--- src/rtl/pio_mem_pkg.sv ---
// ---------------------------------------------------------------------------
// pio_mem_pkg
// Shared definitions for the Nios PIO memory responder:
//   - op_e        : command opcodes carried in interlock[3:1]
//   - state_e     : responder FSM state encodings
//   - BAD_OP_WORD : result word returned for an unknown opcode
//   - IL_*        : bit positions of the fields inside the interlock PIO
// ---------------------------------------------------------------------------
package pio_mem_pkg;

   typedef enum logic [2:0] {
      OP_READ  = 3'b000,
      OP_WRITE = 3'b001,
      OP_FILL  = 3'b010,
      OP_SUM   = 3'b011
   } op_e;

   typedef enum logic [2:0] {
      S_IDLE    = 3'd0,
      S_RD_WAIT = 3'd1,
      S_WR      = 3'd2,
      S_FILL    = 3'd3,
      S_SUM_RUN = 3'd4,
      S_BADOP   = 3'd5,
      S_DONE    = 3'd6
   } state_e;

   localparam logic [15:0] BAD_OP_WORD = 16'hDEAD;

   // interlock bit fields
   localparam int IL_REQ     = 0;
   localparam int IL_OP_LO   = 1;
   localparam int IL_OP_HI   = 3;
   localparam int IL_RSVD_LO = 4;
   localparam int IL_RSVD_HI = 7;

endpackage

--- src/rtl/pio_mem_responder_if.sv ---
// ---------------------------------------------------------------------------
// pio_mem_responder_if
// Bundle of the PIO signals exchanged between the Nios side and the
// fabric memory responder.
//   address_sig : start/target address          (master -> slave)
//   data_sig    : write/fill data               (master -> slave)
//   wren        : write qualifier for WRITE     (master -> slave)
//   interlock   : [0] request toggle, [3:1] op  (master -> slave)
//   q_sig       : result word                   (slave -> master)
//   ack_toggle  : flips once per completed cmd  (slave -> master)
//   busy        : command in progress           (slave -> master)
// ---------------------------------------------------------------------------
interface pio_mem_responder_if #(
   parameter int ADDR_W = 8,
   parameter int DATA_W = 16
);
   logic [ADDR_W-1:0] address_sig;
   logic [DATA_W-1:0] data_sig;
   logic              wren;
   logic [7:0]        interlock;
   logic [DATA_W-1:0] q_sig;
   logic              ack_toggle;
   logic              busy;

   modport master (
      output address_sig, data_sig, wren, interlock,
      input  q_sig, ack_toggle, busy
   );

   modport slave (
      input  address_sig, data_sig, wren, interlock,
      output q_sig, ack_toggle, busy
   );
endinterface

--- src/rtl/pio_mem_ram.sv ---
// ---------------------------------------------------------------------------
// pio_mem_ram
// Single-port synchronous RAM, 2^ADDR_W x DATA_W, one-cycle read latency.
// Read returns the old contents when reading and writing the same address.
//   clk   : clock
//   we    : write enable
//   addr  : read/write address
//   wdata : write data
//   rdata : registered read data (valid the cycle after addr)
// ---------------------------------------------------------------------------
module pio_mem_ram #(
   parameter int ADDR_W = 8,
   parameter int DATA_W = 16
) (
   input  logic              clk,
   input  logic              we,
   input  logic [ADDR_W-1:0] addr,
   input  logic [DATA_W-1:0] wdata,
   output logic [DATA_W-1:0] rdata
);

   logic [DATA_W-1:0] mem [0:(1<<ADDR_W)-1];

   always_ff @(posedge clk) begin
      if (we) begin
         mem[addr] <= wdata;
      end
      rdata <= mem[addr];
   end

endmodule

--- src/rtl/pio_mem_responder.sv ---
// ---------------------------------------------------------------------------
// pio_mem_responder
// Fabric-side responder for the Nios PIO memory port. Each net change of
// interlock[0] seen while idle starts one command (READ, WRITE, FILL, SUM or
// an unknown opcode) against a local RAM; the result appears on q_sig and
// ack_toggle flips in the same cycle that busy drops.
//   clk_clk       : clock, all logic on the rising edge
//   reset_reset_n : synchronous active-low reset (RAM contents kept)
//   pio           : PIO bundle, slave side (see pio_mem_responder_if)
// ---------------------------------------------------------------------------
module pio_mem_responder
   import pio_mem_pkg::*;
#(
   parameter int                ADDR_W      = 8,
   parameter int                DATA_W      = 16,
   parameter logic [DATA_W-1:0] BAD_OP_WORD = pio_mem_pkg::BAD_OP_WORD
) (
   input logic                clk_clk,
   input logic                reset_reset_n,
   pio_mem_responder_if.slave pio
);

   localparam logic [2:0] ST_IDLE    = S_IDLE;
   localparam logic [2:0] ST_RD_WAIT = S_RD_WAIT;
   localparam logic [2:0] ST_WR      = S_WR;
   localparam logic [2:0] ST_FILL    = S_FILL;
   localparam logic [2:0] ST_SUM_RUN = S_SUM_RUN;
   localparam logic [2:0] ST_BADOP   = S_BADOP;
   localparam logic [2:0] ST_DONE    = S_DONE;

   // One past the top address; the extra counter bit marks "loop finished".
   localparam logic [ADDR_W:0] TOP_CNT = {1'b1, {ADDR_W{1'b0}}};

   logic [2:0]        state_reg;
   logic              req_prev_reg;
   logic [ADDR_W-1:0] start_reg;
   logic [ADDR_W:0]   cnt_reg;
   logic [DATA_W-1:0] data_reg;
   logic [DATA_W-1:0] acc_reg;
   logic              rd_valid_reg;
   logic [DATA_W-1:0] q_reg;
   logic              ack_reg;
   logic              busy_reg;

   logic              cnt_top;
   logic              ram_we;
   logic [DATA_W-1:0] ram_rdata;
   logic              finish;
   logic [DATA_W-1:0] result;
   logic              unused_rsvd;

   assign unused_rsvd = ^pio.interlock[IL_RSVD_HI:IL_RSVD_LO];
   assign cnt_top     = cnt_reg[ADDR_W];
   // WRITE issues its single store in WR; FILL stores until the counter
   // reaches the terminal value.
   assign ram_we      = (state_reg == ST_WR) || ((state_reg == ST_FILL) && !cnt_top);

   pio_mem_ram #(
      .ADDR_W (ADDR_W),
      .DATA_W (DATA_W)
   ) u_ram (
      .clk   (clk_clk),
      .we    (ram_we),
      .addr  (cnt_reg[ADDR_W-1:0]),
      .wdata (data_reg),
      .rdata (ram_rdata)
   );

   // Completion condition and result word for the active state.
   always_comb begin
      finish = 1'b0;
      result = q_reg;
      case (state_reg)
         ST_RD_WAIT: begin
            finish = rd_valid_reg;
            result = ram_rdata;
         end
         ST_WR: begin
            finish = 1'b1;
            result = data_reg;
         end
         ST_FILL: begin
            finish = cnt_top;
            result = DATA_W'(TOP_CNT - {1'b0, start_reg});
         end
         ST_SUM_RUN: begin
            // wait for the last read to be folded into the accumulator
            finish = cnt_top && !rd_valid_reg;
            result = acc_reg;
         end
         ST_BADOP: begin
            finish = 1'b1;
            result = BAD_OP_WORD;
         end
         default: ;
      endcase
   end

   always_ff @(posedge clk_clk) begin
      if (!reset_reset_n) begin
         state_reg    <= ST_IDLE;
         req_prev_reg <= 1'b0;
         start_reg    <= '0;
         cnt_reg      <= '0;
         data_reg     <= '0;
         acc_reg      <= '0;
         rd_valid_reg <= 1'b0;
         q_reg        <= '0;
         ack_reg      <= 1'b0;
         busy_reg     <= 1'b0;
      end else begin
         rd_valid_reg <= 1'b0;
         case (state_reg)
            ST_IDLE: begin
               req_prev_reg <= pio.interlock[IL_REQ];
               if (pio.interlock[IL_REQ] != req_prev_reg) begin
                  start_reg <= pio.address_sig;
                  cnt_reg   <= {1'b0, pio.address_sig};
                  data_reg  <= pio.data_sig;
                  acc_reg   <= '0;
                  busy_reg  <= 1'b1;
                  case (pio.interlock[IL_OP_HI:IL_OP_LO])
                     OP_READ:  state_reg <= ST_RD_WAIT;
                     OP_WRITE: state_reg <= pio.wren ? ST_WR : ST_RD_WAIT;
                     OP_FILL:  state_reg <= ST_FILL;
                     OP_SUM:   state_reg <= ST_SUM_RUN;
                     default:  state_reg <= ST_BADOP;
                  endcase
               end
            end
            ST_RD_WAIT: begin
               // first cycle issues the read, second consumes it
               rd_valid_reg <= !rd_valid_reg;
            end
            ST_FILL: begin
               if (!cnt_top) begin
                  cnt_reg <= cnt_reg + 1'b1;
               end
            end
            ST_SUM_RUN: begin
               if (!cnt_top) begin
                  cnt_reg <= cnt_reg + 1'b1;
               end
               rd_valid_reg <= !cnt_top;
               if (rd_valid_reg) begin
                  acc_reg <= acc_reg + ram_rdata;
               end
            end
            ST_DONE: state_reg <= ST_IDLE;
            default: ;
         endcase

         if (finish) begin
            q_reg     <= result;
            ack_reg   <= ~ack_reg;
            busy_reg  <= 1'b0;
            state_reg <= ST_DONE;
         end
      end
   end

   assign pio.q_sig      = q_reg;
   assign pio.ack_toggle = ack_reg;
   assign pio.busy       = busy_reg;

endmodule

--- src/flat_wrapper.sv ---
// flat-port wrapper written by rule: the top's interface ports become plain ports
module pio_mem_responder_flat import pio_mem_pkg::*;
#(
   parameter int                ADDR_W      = 8,
   parameter int                DATA_W      = 16,
   parameter logic [DATA_W-1:0] BAD_OP_WORD = pio_mem_pkg::BAD_OP_WORD
)
  (clk_clk, reset_reset_n, pio_address_sig, pio_data_sig, pio_wren, pio_interlock, pio_q_sig, pio_ack_toggle, pio_busy);
  pio_mem_responder_if #(.ADDR_W(ADDR_W), .DATA_W(DATA_W)) pio_i ();
  input logic clk_clk;
  input logic reset_reset_n;
  input wire logic [$bits(pio_i.address_sig)-1:0] pio_address_sig;
  input wire logic [$bits(pio_i.data_sig)-1:0] pio_data_sig;
  input wire logic [$bits(pio_i.wren)-1:0] pio_wren;
  input wire logic [$bits(pio_i.interlock)-1:0] pio_interlock;
  output wire logic [$bits(pio_i.q_sig)-1:0] pio_q_sig;
  output wire logic [$bits(pio_i.ack_toggle)-1:0] pio_ack_toggle;
  output wire logic [$bits(pio_i.busy)-1:0] pio_busy;
  assign pio_i.address_sig = pio_address_sig;
  assign pio_i.data_sig = pio_data_sig;
  assign pio_i.wren = pio_wren;
  assign pio_i.interlock = pio_interlock;
  assign pio_q_sig = pio_i.q_sig;
  assign pio_ack_toggle = pio_i.ack_toggle;
  assign pio_busy = pio_i.busy;
  pio_mem_responder #(.ADDR_W(ADDR_W), .DATA_W(DATA_W), .BAD_OP_WORD(BAD_OP_WORD)) u_core (.clk_clk(clk_clk), .reset_reset_n(reset_reset_n), .pio(pio_i));
endmodule
--- config.mk ---
export PLATFORM = sky130hd
export DESIGN_NAME = pio_mem_responder_flat
export DESIGN_NICKNAME = d
export VERILOG_FILES = /design/src/rtl/pio_mem_pkg.sv /design/src/rtl/pio_mem_responder_if.sv /design/src/rtl/pio_mem_ram.sv /design/src/rtl/pio_mem_responder.sv /design/src/flat_wrapper.sv
export SDC_FILE = /design/constraint.sdc
export NUM_CORES = 2
export LEC_CHECK = 0
export CAP_MARGIN = 5
export CELL_PAD_IN_SITES_DETAIL_PLACEMENT = 0
export CELL_PAD_IN_SITES_GLOBAL_PLACEMENT = 2
export CORE_ASPECT_RATIO = 0.6
export CORE_MARGIN = 4
export CORE_UTILIZATION = 40
export CTS_BUF_LIST = sky130_fd_sc_hd__clkbuf_4 sky130_fd_sc_hd__clkbuf_8 sky130_fd_sc_hd__clkbuf_16
export DETAILED_ROUTE_END_ITERATION = 16
export GPL_ROUTABILITY_DRIVEN = 1
export PLACE_DENSITY = 0.65
export SETUP_SLACK_MARGIN = 0.02
export SLEW_MARGIN = 10
export SYNTH_ARGS = -nofsm -noshare
export SYNTH_HDL_FRONTEND = slang
export SYNTH_HIERARCHICAL = 1
export SYNTH_SLANG_ARGS = --single-unit
--- constraint.sdc ---
create_clock -name clk_clk -period 5.9 [get_ports clk_clk]
set_clock_uncertainty 0.1 [all_clocks]
set_input_delay 1.18 -clock clk_clk [delete_from_list [all_inputs] [get_ports clk_clk]]
set_output_delay 1.18 -clock clk_clk [all_outputs]
set_load 0.005 [all_outputs]
Yosys cells after proc, flatten, opt, wreduce, memory -nomap -nowiden
Memories as Yosys holds them, arrays and structs flattened. A register that Yosys moved wholly into a read port is not among the register bits.
Index checks and enable logic that the tools add are counted.
{ "word_totals": {"ram_bits": 4096, "wordCells": 70, "register_bits": 72, "n_memories": 1, "out_inout_bits": 18} }
{ "memory_table": {"columns": ["name", "depth", "word_bits", "rd", "rd_ports_with_merged_regs", "write_ports", "line", "text"], "rows": [
  ["u_core.u_ram.mem", 256, 16, 1, 1, 1, "pio_mem_ram.sv:22", "logic [DATA_W-1:0] mem [0:(1<<ADDR_W)-1];"]
]} }
{ "classes": {"add_sub_neg": 3, "eq_ne": 14, "n_mux": 16, "n_reduce_logical": 22, "bitwise": 2} }
{ "ops": {"columns": ["cell", "count"], "rows": [
  ["$pmux W16 S5", 1],
  ["$mux W16", 2],
  ["$pmux W16 S2", 1],
  ["$mux W9", 2],
  ["$pmux W9 S2", 1],
  ["$add A16 B16 Y16", 1],
  ["$eq A3 B2 Y1 const B", 4],
  ["$pmux W3 S4", 1],
  ["$reduce_and A2 Y1", 5],
  ["$sub A9 B8 Y10 const A", 1],
  ["$add A9 B1 Y9 const B", 1],
  ["$eq A3 B3 Y1 const B", 3],
  ["$eq A3 B1 Y1 const B", 2],
  ["$logic_not A3 Y1", 2],
  ["$mux W3", 2],
  ["$pmux W3 S2", 1],
  ["$reduce_and A3 Y1", 2],
  ["$reduce_bool A2 Y1", 3],
  ["$reduce_or A2 Y1", 3],
  ["$reduce_bool A5 Y1", 1],
  ["$ne A2 B1 Y1 const B", 2],
  ["$pmux W1 S4", 1],
  ["$ne A3 B1 Y1 const B", 1],
  ["$reduce_bool A3 Y1", 1],
  ["9 further kinds", 13]
]} }

Longest topological paths before layout
{ "depth": {"word_depth": 5, "depth_mapped": 10, "depth_no_buf": 9} }

Hierarchy
Netlist, hierarchy kept.
{ "modules_own_cells": {"columns": ["module", "instances", "cells_each", "seq_area_each_um2", "area_per_inst_um2"], "rows": [
  ["pio_mem_ram", 1, 6727, 123318.3, 155399.0],
  ["pio_mem_responder", 1, 535, 1441.4, 4171.5]
]} }

Worst setup path before layout
No wires, ideal clock.
{ "synth_timing": {"path_type": "reg-to-reg", "startpoint": "reg u_core.data_reg[15]", "endpoint": "reg u_core.q_reg[15], in the netlist u_core/pio.q_sig[15]", "t_required_ns": 5.730, "path_slack_ns": 1.470, "arrival_ns": 4.259, "path_stages_with_launch": 6, "synth_period_minus_slack_ns": 4.430, "path_cell_list": "dfxtp_1 -> and3_1 -> a211oi_1 -> a21oi_1 -> nand2_1 -> a21oi_1"} }
{ "synth_between": {"elab_chain_cells": 1} }
{ "synth_rtl": {"columns": ["element", "line", "text"], "rows": [
  ["start, declared", "pio_mem_responder.sv:38", "logic [DATA_W-1:0] data_reg;"],
  ["start signal, assigned", "pio_mem_responder.sv:119", "data_reg <= pio.data_sig;"],
  ["$pmux W16 S5", "pio_mem_responder.sv:73", "case (state_reg)"],
  ["end signal, assigned", "pio_mem_responder.sv:154", "q_reg <= result;"],
  ["end, declared", "pio_mem_responder.sv:41", "logic [DATA_W-1:0] q_reg;"]
]} }
No other way between the ends.
A chain may end at the register's enable or synchronous reset.

==> run summary <==
Status: finished with violations
Failing checks: capacitance limit
Met1 Use GR: 32.5%
DRT iter0 DRCs: 9,687
Area occupied by multi-input gates: 33,400 um^2
# setup viols final: 0
PortBufs: 48
Relative slew slack: 2.62%
First-pass GRT wire length: 616 mm
Largest net degree at the start of global routing: 205
Die Span Y: 497 um
Clk_lat worst skew: 0.94 ns
Initial cell density of the core: 40.2%
Fin util: 45.8%
Crit Path Category: reg -> reg
Register share of total power: 43.4%
Mean post-synth cell area: 22.0 um^2
Clock sinks: 4,184
GRT overflow: 0
Mapped Area: 160,000 um^2
Cts hold-fix bufs: 0
Post-synth top area share: 77.1%
Met2 Use GR: 30.3%
Vias in the first global route: 77,794
Yosys warning total: 6
Final #Nets: 7,765
Die area: 409,000 um^2
Clock-pin slew on the worst setup and hold paths: 0.07 ns
Critical path fanouts, max: 33
Core Footprint: 397,000 um^2
Hold Violations, Final: 0
Gate count after technology mapping: 7,262
H-tree depth: 5
FF+latch count, synth: 4,184
GRT Total Usage: 21.0%
Maximum VDD drop: 782 uV
CP endpoint kind: register
Switch Pwr: 26,500 uW
Io pins: 53
Setup repair bufs after CTS: 0
Final setup TNS: 0 ns
Distinct cells, synth: 64
Biggest register: u_core/u_ram/mem
Internal power: 57,500 uW
Clock power share: 29.7%
Fmax: 0.218 GHz
RSZ-0062 raised after global routing: false
Share of cells above drive strength 1: 28.3%
Final min period: 4.58 ns
GR Layer Usage met3: 5.22%
Placer congestion estimate: 0.828
Number of routed nets with antenna violations: 0
Number of flip-flops in the largest register: 4,096
CTS tree: built
Critical path required time: 6.58 ns
Sw Ratio: 31.6%
Post-synthesis net count: 7,315
Die width: 823 um
CTS Buffer Depth: 4
PostCTS Resize Cnt: 0
Routed length per instance: 32.8 um
Max Cap Viol: 1
Filler Cells Inserted: 33,051
Leading area contributor after synthesis: edfxtp_1
Ys async rst share: 0%
Sequential cell area: 125,000 um^2
Critical path launch point type: register
Synth-to-layout area growth: 14.0%
Final Max Slew Viols: 0
Rows: 179
Pwr/cell area: 462 nW/um^2
Min-Delay Path Class: reg -> reg
Register area share after synthesis: 78.2%
Dpl hpwl: 255 mm
Total CTS buffers: 375
Crit path arrival time: 5.27 ns
Vias per cell: 5.89
Most area-consuming cells after synthesis: edfxtp_1, mux4_2, a22oi_1
Root Buffer: clkbuf_16
Tcrit/Tclk final: 77.7%
Number of enable flip-flop cells after synthesis: 4,096
DR DRC count: 0
Final WL: 439 mm
Main synth FF type: edfxtp_1
Final Total Pwr: 84,000 uW
Initial antenna violation count: 17
Leakage power: 0.0558 uW
Routed via count: 78,768
Router iterations before antenna repair: 5
Worst-Margin Slew: 1.44 ns
Gate power share: 26.9%
Most used routing layer: met1
==> cell families after synthesis <==
kind of cell	count (synthesis)	synth area share (%)
xor gates and xnor gates	16	0.0878
and+or+nand+nor	528	1.43
AOI/OAI and AO/OA	1018	4.33
muxes	1030	14.5
DFF	4184	78.2
adders and majority gates	18	0.146
buffers and inverters	468	1.33
==> final cells by class <==
type | instances | share of cell area, %
clock buffer | 461 | 5.57
timing repair buffer | 524 | 2.54
clock inverter | 213 | 1.19
sequential | 4184 | 68.6
antenna | 14 | 0.0193
inverter | 17 | 0.0351
tap | 5339 | 3.67
multi-input combinational | 2610 | 18.4
==> per-layer routing <==
metal,up-vias,part of all wire (%)
met2,3139,44
met3,524,9.3
li1,31903,-
met5,-,0.0030
met1,43200,45
met4,2,2.0
==> critical path: stages (launching register included) <==
cell	delay, ns
dfxtp_4	1.00
buf_4	0.51
mux4_2	0.55
a22oi_1	0.42
a21oi_1	0.30
o41ai_2	1.32
nand4_1	0.17
==> Yosys cell counts, types with 3 or more instances <==
cell      count
a21boi_0      4
buf_1        57
xor2_1        5
a21oi_1     321
nor2_1      268
a21o_1       10
a221oi_1      8
o21ai_0      26
xnor2_1      11
a211o_1       5
a211oi_1     14
nand3_1      28
a31oi_1       7
buf_4        16
nand2b_1      7
dfxtp_1      88
mux4_2     1024
a22o_1        6
inv_1        16
nor3_1       40
and2_1        6
buf_6        26
a22oi_1     512
clkbuf_1    265
o22ai_1      10
or2_2         3
nand2_1     117
mux2i_1       6
o211ai_1     10
nor2b_1      13
ha_1         17
or3_1         8
and3_1        8
a311oi_1      4
nand4_1      18
edfxtp_1   4096
buf_2        87
o41ai_1      64
==> metrics by stage <==
stage	cells	hold WS, ns	worst slack, ns	instance area [um^2]
final	13362	0.363	1.32	182000
after global routing	13348	0.395	1.17	182000
after CTS	13347	0.373	1.28	182000
after detailed placement	12673	0.359	1.28	170000
after global placement	12673	0.351	1.34	170000
after floorplan	7262	0.347	1.47	160000
==> worst paths after layout <==
check | from | end | slack, ns | cells after the start
worst max register to register | u_core/cnt_reg[0] | u_core/u_ram/rdata[6] | 1.32 | 6
worst max-delay path | u_core/cnt_reg[0] | u_core/u_ram/rdata[6] | 1.32 | 6
worst min-delay path | u_core/pio.q_sig[15] | u_core/pio.q_sig[15] | 0.36 | 2
worst min register to register | u_core/pio.q_sig[15] | u_core/pio.q_sig[15] | 0.36 | 2
==> cells in the final DEF (no fill, tap or decap), drive strengths merged, types with 14 or more instances in the layout <==
| master | netlist | layout |
|---|---|---|
| a21oi | 323 | 323 |
| a22oi | 512 | 512 |
| edfxtp | 4096 | 4096 |
| nand4 | 18 | 18 |
| bufinv | 0 | 42 |
| buf | 186 | 476 |
| mux4 | 1024 | 1024 |
| diode | 0 | 14 |
| a211oi | 14 | 14 |
| nor3 | 41 | 41 |
| clkbuf | 265 | 461 |
| nand3 | 28 | 28 |
| inv | 17 | 26 |
| nor2 | 268 | 268 |
| dfxtp | 88 | 88 |
| nand2 | 117 | 117 |
| o21ai | 27 | 27 |
| o41ai | 64 | 64 |
| clkinv | 0 | 146 |
| ha | 17 | 17 |
| clkinvlp | 0 | 16 |
| clkdlybuf4s50 | 0 | 48 |
==> power groups by stage <==
stage / Combinational [uW] / Clock (uW) / Sequential, uW
floorplan: 12800 / 0 / 37900
global placement: 22600 / 0 / 37100
detailed placement: 22800 / 0 / 37200
CTS: 22900 / 25500 / 36500
global route: 24000 / 26700 / 36600
finish: 22600 / 24900 / 36500
No activity file was read; power rests on OpenSTA's default activity.
